File: src/rtl/fetch_stage_pkg.sv
// Shared types for the MIPS IF stage: next-PC select encodings, reset PC and fetch FSM states.
package fetch_stage_pkg;

    localparam int          NPC_OP_LENGTH    = 2;
    localparam logic [31:0] RESET_PC_DEFAULT = 32'h0000_3000;

    typedef enum logic [NPC_OP_LENGTH-1:0] {
        NPC_PC4    = 2'b00,
        NPC_BRANCH = 2'b01,
        NPC_JUMP   = 2'b10,
        NPC_JR     = 2'b11
    } npc_op_e;

    typedef enum logic [1:0] {
        S_BOOT = 2'b00,
        S_REQ  = 2'b01,
        S_HOLD = 2'b10
    } fetch_state_e;

endpackage

File: src/rtl/fetch_stage_if.sv
// Single-outstanding instruction-memory handshake between the fetch stage and instruction memory.
interface fetch_stage_if #(
    parameter int ADDR_W = 32
);
    logic              imem_req;
    logic [ADDR_W-1:0] imem_addr;
    logic              imem_ready;
    logic [31:0]       imem_rdata;

    modport master (
        output imem_req,
        output imem_addr,
        input  imem_ready,
        input  imem_rdata
    );

    modport slave (
        input  imem_req,
        input  imem_addr,
        output imem_ready,
        output imem_rdata
    );
endinterface

File: src/rtl/npc_calc.sv
// Combinational next-PC selection for the redirect that ID resolves (PC+4, branch, jump, jr).
module npc_calc
    import fetch_stage_pkg::*;
#(
    parameter int ADDR_W = 32
) (
    input  npc_op_e           npcOp,
    input  logic [ADDR_W-1:0] pcF,
    input  logic [ADDR_W-1:0] pcPlus4D,
    input  logic [15:0]       immD,
    input  logic [25:0]       instrIndexD,
    input  logic [31:0]       rsDataD,
    output logic [ADDR_W-1:0] npc_o
);

    logic [ADDR_W-1:0] branch_off;
    logic [31:0]       rs_word;

    assign branch_off = {{(ADDR_W-18){immD[15]}}, immD, 2'b00};
    assign rs_word    = rsDataD & 32'hFFFF_FFFC;

    // Jump keeps the upper nibble of the ID instruction's PC+4, not of the fetch PC.
    always_comb begin
        npc_o = pcF + ADDR_W'(4);
        unique case (npcOp)
            NPC_PC4:    npc_o = pcF + ADDR_W'(4);
            NPC_BRANCH: npc_o = pcPlus4D + branch_off;
            NPC_JUMP:   npc_o = {pcPlus4D[ADDR_W-1:28], instrIndexD, 2'b00};
            NPC_JR:     npc_o = ADDR_W'(rs_word);
            default:    npc_o = pcF + ADDR_W'(4);
        endcase
    end

endmodule

File: src/rtl/fetch_stage.sv
// IF stage: owns the PC, fetches one instruction at a time and loads the IF/ID register,
// applying ID's redirect and squashing a response that belongs to the old path.
module fetch_stage
    import fetch_stage_pkg::*;
#(
    parameter int                ADDR_W   = 32,
    parameter logic [ADDR_W-1:0] RESET_PC = ADDR_W'(RESET_PC_DEFAULT)
) (
    input  logic               clk,
    input  logic               rst,
    input  npc_op_e            npcOp,
    input  logic [15:0]        immD,
    input  logic [25:0]        instrIndexD,
    input  logic [31:0]        rsDataD,
    input  logic               stallD,
    fetch_stage_if.master      imem,
    output logic [ADDR_W-1:0]  pcF,
    output logic [31:0]        instrD,
    output logic [ADDR_W-1:0]  pcPlus4D,
    output logic               validD
);

    fetch_state_e      state_q, state_d;
    logic [ADDR_W-1:0] pc_q, pc_d;
    logic [ADDR_W-1:0] old_addr_q, old_addr_d;
    logic [31:0]       instr_q, instr_d;
    logic [ADDR_W-1:0] pcp4_q, pcp4_d;
    logic              valid_q, valid_d;
    logic              squash_q, squash_d;
    logic [31:0]       hold_q, hold_d;

    logic [ADDR_W-1:0] npc;
    logic [ADDR_W-1:0] pc_plus4;
    logic              redirect;
    logic              req;

    npc_calc #(.ADDR_W(ADDR_W)) u_npc_calc (
        .npcOp       (npcOp),
        .pcF         (pc_q),
        .pcPlus4D    (pcp4_q),
        .immD        (immD),
        .instrIndexD (instrIndexD),
        .rsDataD     (rsDataD),
        .npc_o       (npc)
    );

    assign pc_plus4 = pc_q + ADDR_W'(4);
    assign redirect = valid_q && !stallD && (npcOp != NPC_PC4);

    // While a squash is pending the address must stay on the old request until it completes.
    assign imem.imem_req  = req;
    assign imem.imem_addr = squash_q ? old_addr_q : pc_q;

    always_comb begin
        // NOTE: every combinational output gets a default first so no path leaves it unassigned (no latches).
        state_d    = state_q;
        pc_d       = pc_q;
        old_addr_d = old_addr_q;
        instr_d    = instr_q;
        pcp4_d     = pcp4_q;
        valid_d    = valid_q;
        squash_d   = squash_q;
        hold_d     = hold_q;
        req        = 1'b0;

        unique case (state_q)
            S_BOOT: state_d = S_REQ;

            S_REQ: begin
                req = 1'b1;
                // ID hands its instruction on whenever it is not stalled; refill or bubble.
                if (!stallD) begin
                    valid_d = 1'b0;
                    instr_d = '0;
                end
                if (redirect) begin
                    pc_d       = npc;
                    squash_d   = !imem.imem_ready;
                    old_addr_d = squash_q ? old_addr_q : pc_q;
                end else if (imem.imem_ready) begin
                    if (squash_q) begin
                        squash_d = 1'b0;
                    end else if (stallD) begin
                        hold_d  = imem.imem_rdata;
                        state_d = S_HOLD;
                    end else begin
                        instr_d = imem.imem_rdata;
                        pcp4_d  = pc_plus4;
                        valid_d = 1'b1;
                        pc_d    = pc_plus4;
                    end
                end
            end

            S_HOLD: begin
                if (!stallD) begin
                    state_d = S_REQ;
                    hold_d  = '0;
                    if (redirect) begin
                        pc_d    = npc;
                        valid_d = 1'b0;
                        instr_d = '0;
                    end else begin
                        instr_d = hold_q;
                        pcp4_d  = pc_plus4;
                        valid_d = 1'b1;
                        pc_d    = pc_plus4;
                    end
                end
            end

            default: state_d = S_BOOT;
        endcase
    end

    // NOTE: state registers use non-blocking assignments so every flop samples pre-edge values.
    always_ff @(posedge clk or negedge rst) begin
        if (!rst) begin
            state_q    <= S_BOOT;
            pc_q       <= RESET_PC;
            old_addr_q <= RESET_PC;
            instr_q    <= '0;
            pcp4_q     <= '0;
            valid_q    <= 1'b0;
            squash_q   <= 1'b0;
            hold_q     <= '0;
        end else begin
            state_q    <= state_d;
            pc_q       <= pc_d;
            old_addr_q <= old_addr_d;
            instr_q    <= instr_d;
            pcp4_q     <= pcp4_d;
            valid_q    <= valid_d;
            squash_q   <= squash_d;
            hold_q     <= hold_d;
        end
    end

    assign pcF      = pc_q;
    assign instrD   = instr_q;
    assign pcPlus4D = pcp4_q;
    assign validD   = valid_q;

endmodule

File: src/flat_wrapper.sv
// flat-port wrapper written by rule: the top's interface ports become plain ports
module fetch_stage_flat import fetch_stage_pkg::*;
#(
    parameter int                ADDR_W   = 32,
    parameter logic [ADDR_W-1:0] RESET_PC = ADDR_W'(RESET_PC_DEFAULT)
)
  (clk, rst, npcOp, immD, instrIndexD, rsDataD, stallD, pcF, instrD, pcPlus4D, validD, imem_imem_req, imem_imem_addr, imem_imem_ready, imem_imem_rdata);
  fetch_stage_if #(.ADDR_W(ADDR_W)) imem_i ();
  input  logic clk;
  input  logic rst;
  input  npc_op_e npcOp;
  input  logic [15:0] immD;
  input  logic [25:0] instrIndexD;
  input  logic [31:0] rsDataD;
  input  logic stallD;
  output logic [ADDR_W-1:0] pcF;
  output logic [31:0] instrD;
  output logic [ADDR_W-1:0] pcPlus4D;
  output logic validD;
  output wire logic [$bits(imem_i.imem_req)-1:0] imem_imem_req;
  output wire logic [$bits(imem_i.imem_addr)-1:0] imem_imem_addr;
  input wire logic [$bits(imem_i.imem_ready)-1:0] imem_imem_ready;
  input wire logic [$bits(imem_i.imem_rdata)-1:0] imem_imem_rdata;
  assign imem_imem_req = imem_i.imem_req;
  assign imem_imem_addr = imem_i.imem_addr;
  assign imem_i.imem_ready = imem_imem_ready;
  assign imem_i.imem_rdata = imem_imem_rdata;
  fetch_stage #(.ADDR_W(ADDR_W), .RESET_PC(RESET_PC)) u_core (.clk(clk), .rst(rst), .npcOp(npcOp), .immD(immD), .instrIndexD(instrIndexD), .rsDataD(rsDataD), .stallD(stallD), .imem(imem_i), .pcF(pcF), .instrD(instrD), .pcPlus4D(pcPlus4D), .validD(validD));
endmodule
File: config.mk
export PLATFORM = sky130hd
export DESIGN_NAME = fetch_stage_flat
export DESIGN_NICKNAME = d
export VERILOG_FILES = /design/src/rtl/fetch_stage_pkg.sv /design/src/rtl/fetch_stage_if.sv /design/src/rtl/npc_calc.sv /design/src/rtl/fetch_stage.sv /design/src/flat_wrapper.sv
export SDC_FILE = /design/constraint.sdc
export NUM_CORES = 1
export LEC_CHECK = 0
export ABC_AREA = 1
export ABC_CLOCK_PERIOD_IN_PS = 4800
export CAP_MARGIN = 40
export CORE_MARGIN = 2
export CORE_UTILIZATION = 57
export CTS_BUF_LIST = sky130_fd_sc_hd__clkbuf_8
export DETAILED_ROUTE_END_ITERATION = 10
export PLACE_DENSITY = 0.95
export SLEW_MARGIN = 25
export SYNTH_ARGS = -nofsm -noshare
export SYNTH_HDL_FRONTEND = slang
export SYNTH_SLANG_ARGS = --single-unit
File: constraint.sdc
create_clock -name clk -period 4.8 [get_ports clk]
set_clock_uncertainty 0.15 [all_clocks]
set_input_delay 0.96 -clock clk [delete_from_list [all_inputs] [get_ports clk]]
set_output_delay 0.96 -clock clk [all_outputs]
set_load 0.01 [all_outputs]
==> flow_metrics.py, run 1 <==
metrics = {
    "floorplan": {
        "dieArea_sq_um": 19900,
        "design.core.area_sq_um": 18600,
        "dieWidth_microns": 141,
        "pin_count": 242,
        "initial_utilization": 0.578,
        "die_h_microns": 141,
        "num_rows": 50,
    },
    "place": {
        "globalplace.congestion": 0.999,
        "placed_cells": 1966,
        "dpl_cell_area_sq_um": 13300,
        "dp_hpwl_microns": 27000,
        "io_buffers": 239,
    },
    "setup_path": {
        "criticalPathCategory": "flip-flop to output pin",
        "cp-start-kind": "flip-flop",
        "cp_top_family": "buffers and inverters",
        "crit_arrival_ps": 2670,
        "rrSetupSlack_ps": 1990,
        "worst-path-max-fanout": 37,
        "cp.required_ps": 3690,
        "cp_cell_sequence": "buf_4, nand2_1, o21ai_0, clkdlybuf4s50_1",
        "slowest_stage": "dfrtp_1",
        "endpoint_kind": "output pin",
        "critical-path-max-stage-delay_ps": 820,
        "critPathBufInv": 2,
    },
    "logic_synthesis": {
        "netlist_area_sq_um": 10700,
        "yosysSeqAreaShare": 0.383,
        "syn_nets": 1685,
        "ys_seq_elements": 164,
        "yosysWarnings": 0,
        "postSynthCellCount": 1539,
        "synth.avg_cell_area_sq_um": 6.97,
        "ys_types": 49,
    },
    "clock_network": {
        "cts_resized": 0,
        "cts_sinks": 164,
        "cts_setup_buffers": 0,
        "clkLatencyLatePin_ps": 480,
        "htreeDepth": 4,
        "root_buffer": "clkbuf_8",
        "clk_pin_slew_worst_paths_ps": 90,
        "cts.path.max_buffers": 2,
        "hold_buffers": 0,
        "cts_made_buffers": 17,
        "cts_tree": "built",
    },
    "route": {
        "drc": 0,
        "vias": 11527,
        "postRouteAntennaNets": 0,
        "routed_via_density": 5.77,
        "drt_pass1_iterations": 6,
        "drtIter0Drc": 1056,
        "wl_per_cell_microns": 17.9,
        "wl_microns": 35800,
    },
    "pwr": {
        "p_total_uw": 8570,
        "power.density_nw_per_um2": 627,
        "p_leak_uw": 0.00657,
        "ir_worst_vdd_uv": 406,
    },
    "sta": {
        "final-setup-viol-count": 0,
        "final-hold-violation-count": 0,
        "finalMaxSlewViolations": 0,
        "worstMarginPinSlew_ps": 737,
        "slew_headroom": 0.509,
        "rsz0062_at_grt": "false",
        "max_freq_mhz": 264,
        "setup-tns-final_ps": 0,
        "finalCritPeriodShare": 0.788,
        "period_minus_slack_ps": 3780,
        "whs_ps": 317,
    },
    "layout": {
        "fin_nets": 1897,
        "stdcell_area_sq_um": 13700,
        "antennaDiodeCount": 0,
        "syn_to_final_growth_pct": 27.4,
        "drive_above_1_share": 0.0499,
        "final_cells": 1998,
    },
    "flow_run": {
        "max-cap-violations": 0,
    },
    "global_route": {
        "antenna_found_initial": 0,
        "grt_usage": 0.359,
        "grt_pass1_vias": 10995,
        "grt_pass1_wl_microns": 56500,
        "grt-ovfl-total": 0,
        "grt_max_degree": 86,
    },
    "status": {
        "status": "completed",
    },
    "hold_path": {
        "hp-class": "flip-flop to flip-flop",
    },
}
==> cells in the mapped netlist (all sizes together) <==
cell type | n | area [sq um]
nor3b | 4 | 40.0
a21o | 3 | 22.5
a31o | 1 | 8.76
ha | 33 | 413
and3 | 1 | 6.26
xor2 | 20 | 175
o21a | 6 | 45.0
nor4 | 1 | 12.5
fa | 1 | 20.0
a21oi | 49 | 249
nand4 | 14 | 87.6
and2 | 3 | 18.8
buf | 28 | 155
nor3 | 20 | 128
nand3 | 140 | 711
nand2 | 502 | 1890
a221oi | 16 | 140
dfstp | 4 | 105
clkinv | 2 | 7.51
a41oi | 1 | 8.76
dfrtp | 160 | 4000
o21bai | 9 | 67.6
or2 | 3 | 18.8
inv | 190 | 713
o221ai | 1 | 8.76
a22o | 41 | 359
nand3b | 2 | 15.0
o21ai | 145 | 729
a31oi | 1 | 6.26
clkbuf | 39 | 146
o211ai | 1 | 7.51
a22oi | 2 | 15.0
nor2 | 93 | 377
o22ai | 3 | 18.8
==> where the power goes <==
part	total (uW)	leakage (uW)	switching (uW)	internal, uW
Combinational	5090	0.00430	3020	2070
Clock	938	0.000175	549	389
Sequential	2540	0.00209	540	2000
Total	8570	0.00657	4110	4460
==> cell families (layout without fill, tap and decap cells) <==
logic type                 after synthesis  in the layout  synth area share
buffers and inverters                  259            484            0.0953
DFF                                    164            164             0.383
adders and majority gates               34             34            0.0403
AOI/OAI and AO/OA                      279            279             0.157
xor gates and xnor gates                20             20            0.0163
and+or+nand+nor                        783            783             0.308
==> worst register-to-register path, delay by kind of cell (launching register included) <==
kind                     cells  cell delay, ps
AO/OA/AOI/OAI                1             430
adder cells (fa/ha/maj)      2             580
buffers and inverters        2             220
flip-flops                   1             380
AND/OR/NAND/NOR              9            1000
==> cell usage in the layout, fill, tap and decap left out, drive strengths merged <==
cell           netlist  final
a21o                 3      3
a21oi               49     49
a221oi              16     16
a22o                41     41
a22oi                2      2
a31o                 1      1
a31oi                1      1
a41oi                1      1
and2                 3      3
and3                 1      1
buf                 28     22
clkbuf              39     19
clkdlybuf4s50        0    238
clkinv               2      7
clkinvlp             0      4
dfrtp              160    160
dfstp                4      4
fa                   1      1
ha                  33     33
inv                190    194
nand2              502    502
nand3              140    140
nand3b               2      2
nand4               14     14
nor2                93     93
nor3                20     20
nor3b                4      4
nor4                 1      1
o211ai               1      1
o21a                 6      6
o21ai              145    145
o21bai               9      9
o221ai               1      1
o22ai                3      3
or2                  3      3
xor2                20     20
==> final cells by class <==
type | count | area (sq um)
inverter | 192 | 721
sequential | 164 | 4110
timing repair buffer | 260 | 2580
tap | 234 | 293
clock buffer | 19 | 262
multi-input combinational | 1116 | 5610
clock inverter | 13 | 97.6
fill | 1463 | 4910
==> layer usage <==
layer,global-route usage,part of all wire,vias to the layer above
met5,0,0,-
met4,0.161,0.045,0
met3,0.0825,0.098,123
met2,0.598,0.47,617
met1,0.448,0.39,5348
li1,-,-,5439
==> per-stage QoR <==
step | utilization | worst slack, ps
6_report | 0.736 | 1020
4_1_cts | 0.736 | 1040
5_1_grt | 0.736 | 888
2_1_floorplan | - | 2150
3_3_place_gp | 0.716 | 996
3_5_place_dp | 0.717 | 956
==> final timing paths <==
kind | endpoint | cells past startpoint | start
max | imem_imem_addr[31] | 4 | u_core.squash_q$_DFFE_PN0P_
min | u_core.old_addr_q[13]$_DFFE_PN1P_ | 2 | u_core.old_addr_q[13]$_DFFE_PN1P_
max reg2reg | u_core.pcF[18]$_DFFE_PN0P_ | 14 | u_core.pcPlus4D[2]$_DFFE_PN0P_
min reg2reg | u_core.old_addr_q[13]$_DFFE_PN1P_ | 2 | u_core.old_addr_q[13]$_DFFE_PN1P_
max in group asynchronous | u_core.pcF[13]$_DFFE_PN1P_ | 2 | rst
min in group asynchronous | u_core.hold_q[4]$_DFFE_PN0P_ | 1 | rst
Note: power is estimated with default switching activity, not from simulation.
==> inputs of run 2 (changes only) <==
Settings changed: ABC_CLOCK_PERIOD_IN_PS 4800 to 3200, CORE_UTILIZATION 57 to 48, PLACE_DENSITY 0.95 to 0.86.
Clock period 4.8 ns to 3.2 ns, I/O delays scaled along.
==> flow_metrics.py, run 2 (synthesized netlist as in run 1, its figures left out) <==
metrics = {
    "sta": {
        "worstMarginPinSlew_ps": 720,
        "period_minus_slack_ps": 2970,
        "rsz0062_at_grt": "false",
        "finalCritPeriodShare": 0.929,
        "final-setup-viol-count": 0,
        "setup-tns-final_ps": 0,
        "slew_headroom": 0.516,
        "final-hold-violation-count": 0,
        "finalMaxSlewViolations": 0,
        "max_freq_mhz": 336,
    },
    "layout": {
        "drive_above_1_share": 0.0589,
        "antennaDiodeCount": 0,
        "stdcell_area_sq_um": 14000,
        "syn_to_final_growth_pct": 30.7,
        "final_cell_mix": "nand2_1 (499), clkdlybuf4s50_1 (238), inv_1 (183)",
        "final_cells": 2063,
        "num-fill-cells": 1936,
        "final_core_util": 0.640,
        "fin_nets": 1917,
        "layout_commonest_cell": "nand2_1",
    },
    "floorplan": {
        "pin_count": 242,
        "num_rows": 54,
        "design.core.area_sq_um": 21900,
        "initial_utilization": 0.490,
        "dieWidth_microns": 154,
        "die_h_microns": 154,
        "dieArea_sq_um": 23600,
    },
    "pwr": {
        "clkPwrFrac": 0.132,
        "p_sw_uw": 6100,
        "comb_power_share": 0.583,
        "power.density_nw_per_um2": 948,
        "power_frac_seq": 0.285,
        "p_sw_frac": 0.459,
        "intPower_uw": 7200,
        "p_leak_uw": 0.00673,
        "ir_worst_vdd_uv": 587,
    },
    "clock_network": {
        "root_buffer": "clkbuf_8",
        "hold_buffers": 1,
        "cts_sinks": 164,
        "cts_setup_buffers": 0,
        "clkLatencyLatePin_ps": 460,
        "clk_pin_slew_worst_paths_ps": 80,
        "cts.path.max_buffers": 2,
        "cts_tree": "built",
        "cts_made_buffers": 17,
        "htreeDepth": 4,
        "cts_resized": 0,
    },
    "hold_path": {
        "whs_path_depth": 2,
        "hp-class": "flip-flop to flip-flop",
        "min_to": "u_core.old_addr_q[12]$_DFFE_PN1P_",
        "min_from": "u_core.old_addr_q[12]$_DFFE_PN1P_",
    },
    "setup_path": {
        "slowest_stage": "clkdlybuf4s50_1",
        "rrSetupSlack_ps": 590,
        "critical-path-max-stage-delay_ps": 660,
        "worst-path-max-fanout": 16,
        "endpoint_kind": "output pin",
        "crit-reg2reg-launch": "u_core.state_q[1]$_DFFE_PN0P_",
        "cp_top_family": "buffers and inverters",
        "crit_arrival_ps": 2180,
        "cp.required_ps": 2410,
        "cp-start-kind": "flip-flop",
        "critPathBufInv": 2,
        "cp_cell_sequence": "inv_1, ha_1, clkdlybuf4s50_1",
        "ff2ff_path_depth": 9,
        "criticalPathCategory": "flip-flop to output pin",
        "rr_endpoint": "u_core.pcPlus4D[22]$_DFFE_PN0P_",
    },
    "route": {
        "drt_pass1_iterations": 5,
        "vias": 11361,
        "drtIter0Drc": 911,
        "wl_microns": 36300,
        "postRouteAntennaNets": 0,
        "drc": 0,
        "routed_via_density": 5.51,
        "wl_per_cell_microns": 17.6,
    },
    "place": {
        "io_buffers": 239,
        "dpl_cell_area_sq_um": 13500,
        "dp_hpwl_microns": 27700,
        "globalplace.congestion": 0.954,
        "placed_cells": 2031,
    },
    "status": {
        "status": "completed",
    },
    "flow_run": {
        "max-cap-violations": 0,
    },
    "global_route": {
        "antenna_found_initial": 1,
        "grt_pass1_wl_microns": 57800,
        "grt_pass1_vias": 10927,
        "grt_usage": 0.305,
        "grt_max_degree": 66,
        "grt-ovfl-total": 0,
    },
}
==> run 2: cell types whose count changed in the layout (fill, tap and decap cells not counted), sizes merged <==
cell         previous run  this run
clkinvlp                4         2
dlygate4sd3             0         1
buf                    22        41
clkinv                  7         5
bufinv                  0         5
inv                   194       192
==> run 2: how the worst max path moves through the flow <==
stage | depth (start not counted) | from | to | slack [ps]
after floorplan | 15 | immD[0] | u_core.pcF[26]$_DFFE_PN0P_ | 870
after global placement | 16 | immD[0] | u_core.pcF[26]$_DFFE_PN0P_ | 110
after detailed placement | 15 | immD[10] | u_core.pcF[31]$_DFFE_PN0P_ | 80
after CTS | 3 | u_core.state_q[1]$_DFFE_PN0P_ | imem_imem_req | 230
after global routing | 3 | u_core.state_q[1]$_DFFE_PN0P_ | imem_imem_req | 130
final | 3 | u_core.state_q[1]$_DFFE_PN0P_ | imem_imem_req | 230
==> run 2: cell type report <==
class | instances | area, sq um | area share
multi-input cells | 1116 | 5610 | 0.400
flip-flops and latches | 164 | 4110 | 0.293
repair buffers | 280 | 2770 | 0.197
inverters | 192 | 721 | 0.0514
well taps | 280 | 350 | 0.0250
clock buffers | 19 | 262 | 0.0187
clock inverters | 12 | 204 | 0.0145
==> run 2: power groups by stage <==
| stage | clock network, uW | logic (uW) | registers (uW) |
|---|---|---|---|
| after detailed placement | 0 | 7650 | 3780 |
| after floorplan | 0 | 4280 | 3790 |
| final | 1750 | 7750 | 3790 |
| after global placement | 0 | 7480 | 3770 |
| after global routing | 1850 | 8560 | 3880 |
| after CTS | 1770 | 7700 | 3760 |
==> run 2: per-layer routing <==
metal  share of wire  vias up  global-route usage  wire (microns)
li1                -     5466                   -               -
met1            0.41     5327               0.397           14800
met2            0.48      501               0.507           17300
met3           0.091       65              0.0775            3300
met4           0.024        2              0.0865             867
met5         0.00036        -                   0              13
==> run 2: per-stage QoR <==
step | setup WS, ps | hold WS [ps] | total power [uW]
floorplan | 873 | 194 | 8070
detailed placement | 78.0 | 303 | 11400
global route | 132 | 336 | 14300
global placement | 113 | 301 | 11200
finish | 227 | 314 | 13300
CTS | 232 | 315 | 13200
==> run 2: worst register-to-register path: cells and delay by family (launching register included) <==
family / cells / cell delay (ps)
flops: 1 / 390
buf+inv: 4 / 700
fa+ha+maj: 1 / 580
simple gates: 2 / 340
compound gates: 2 / 340
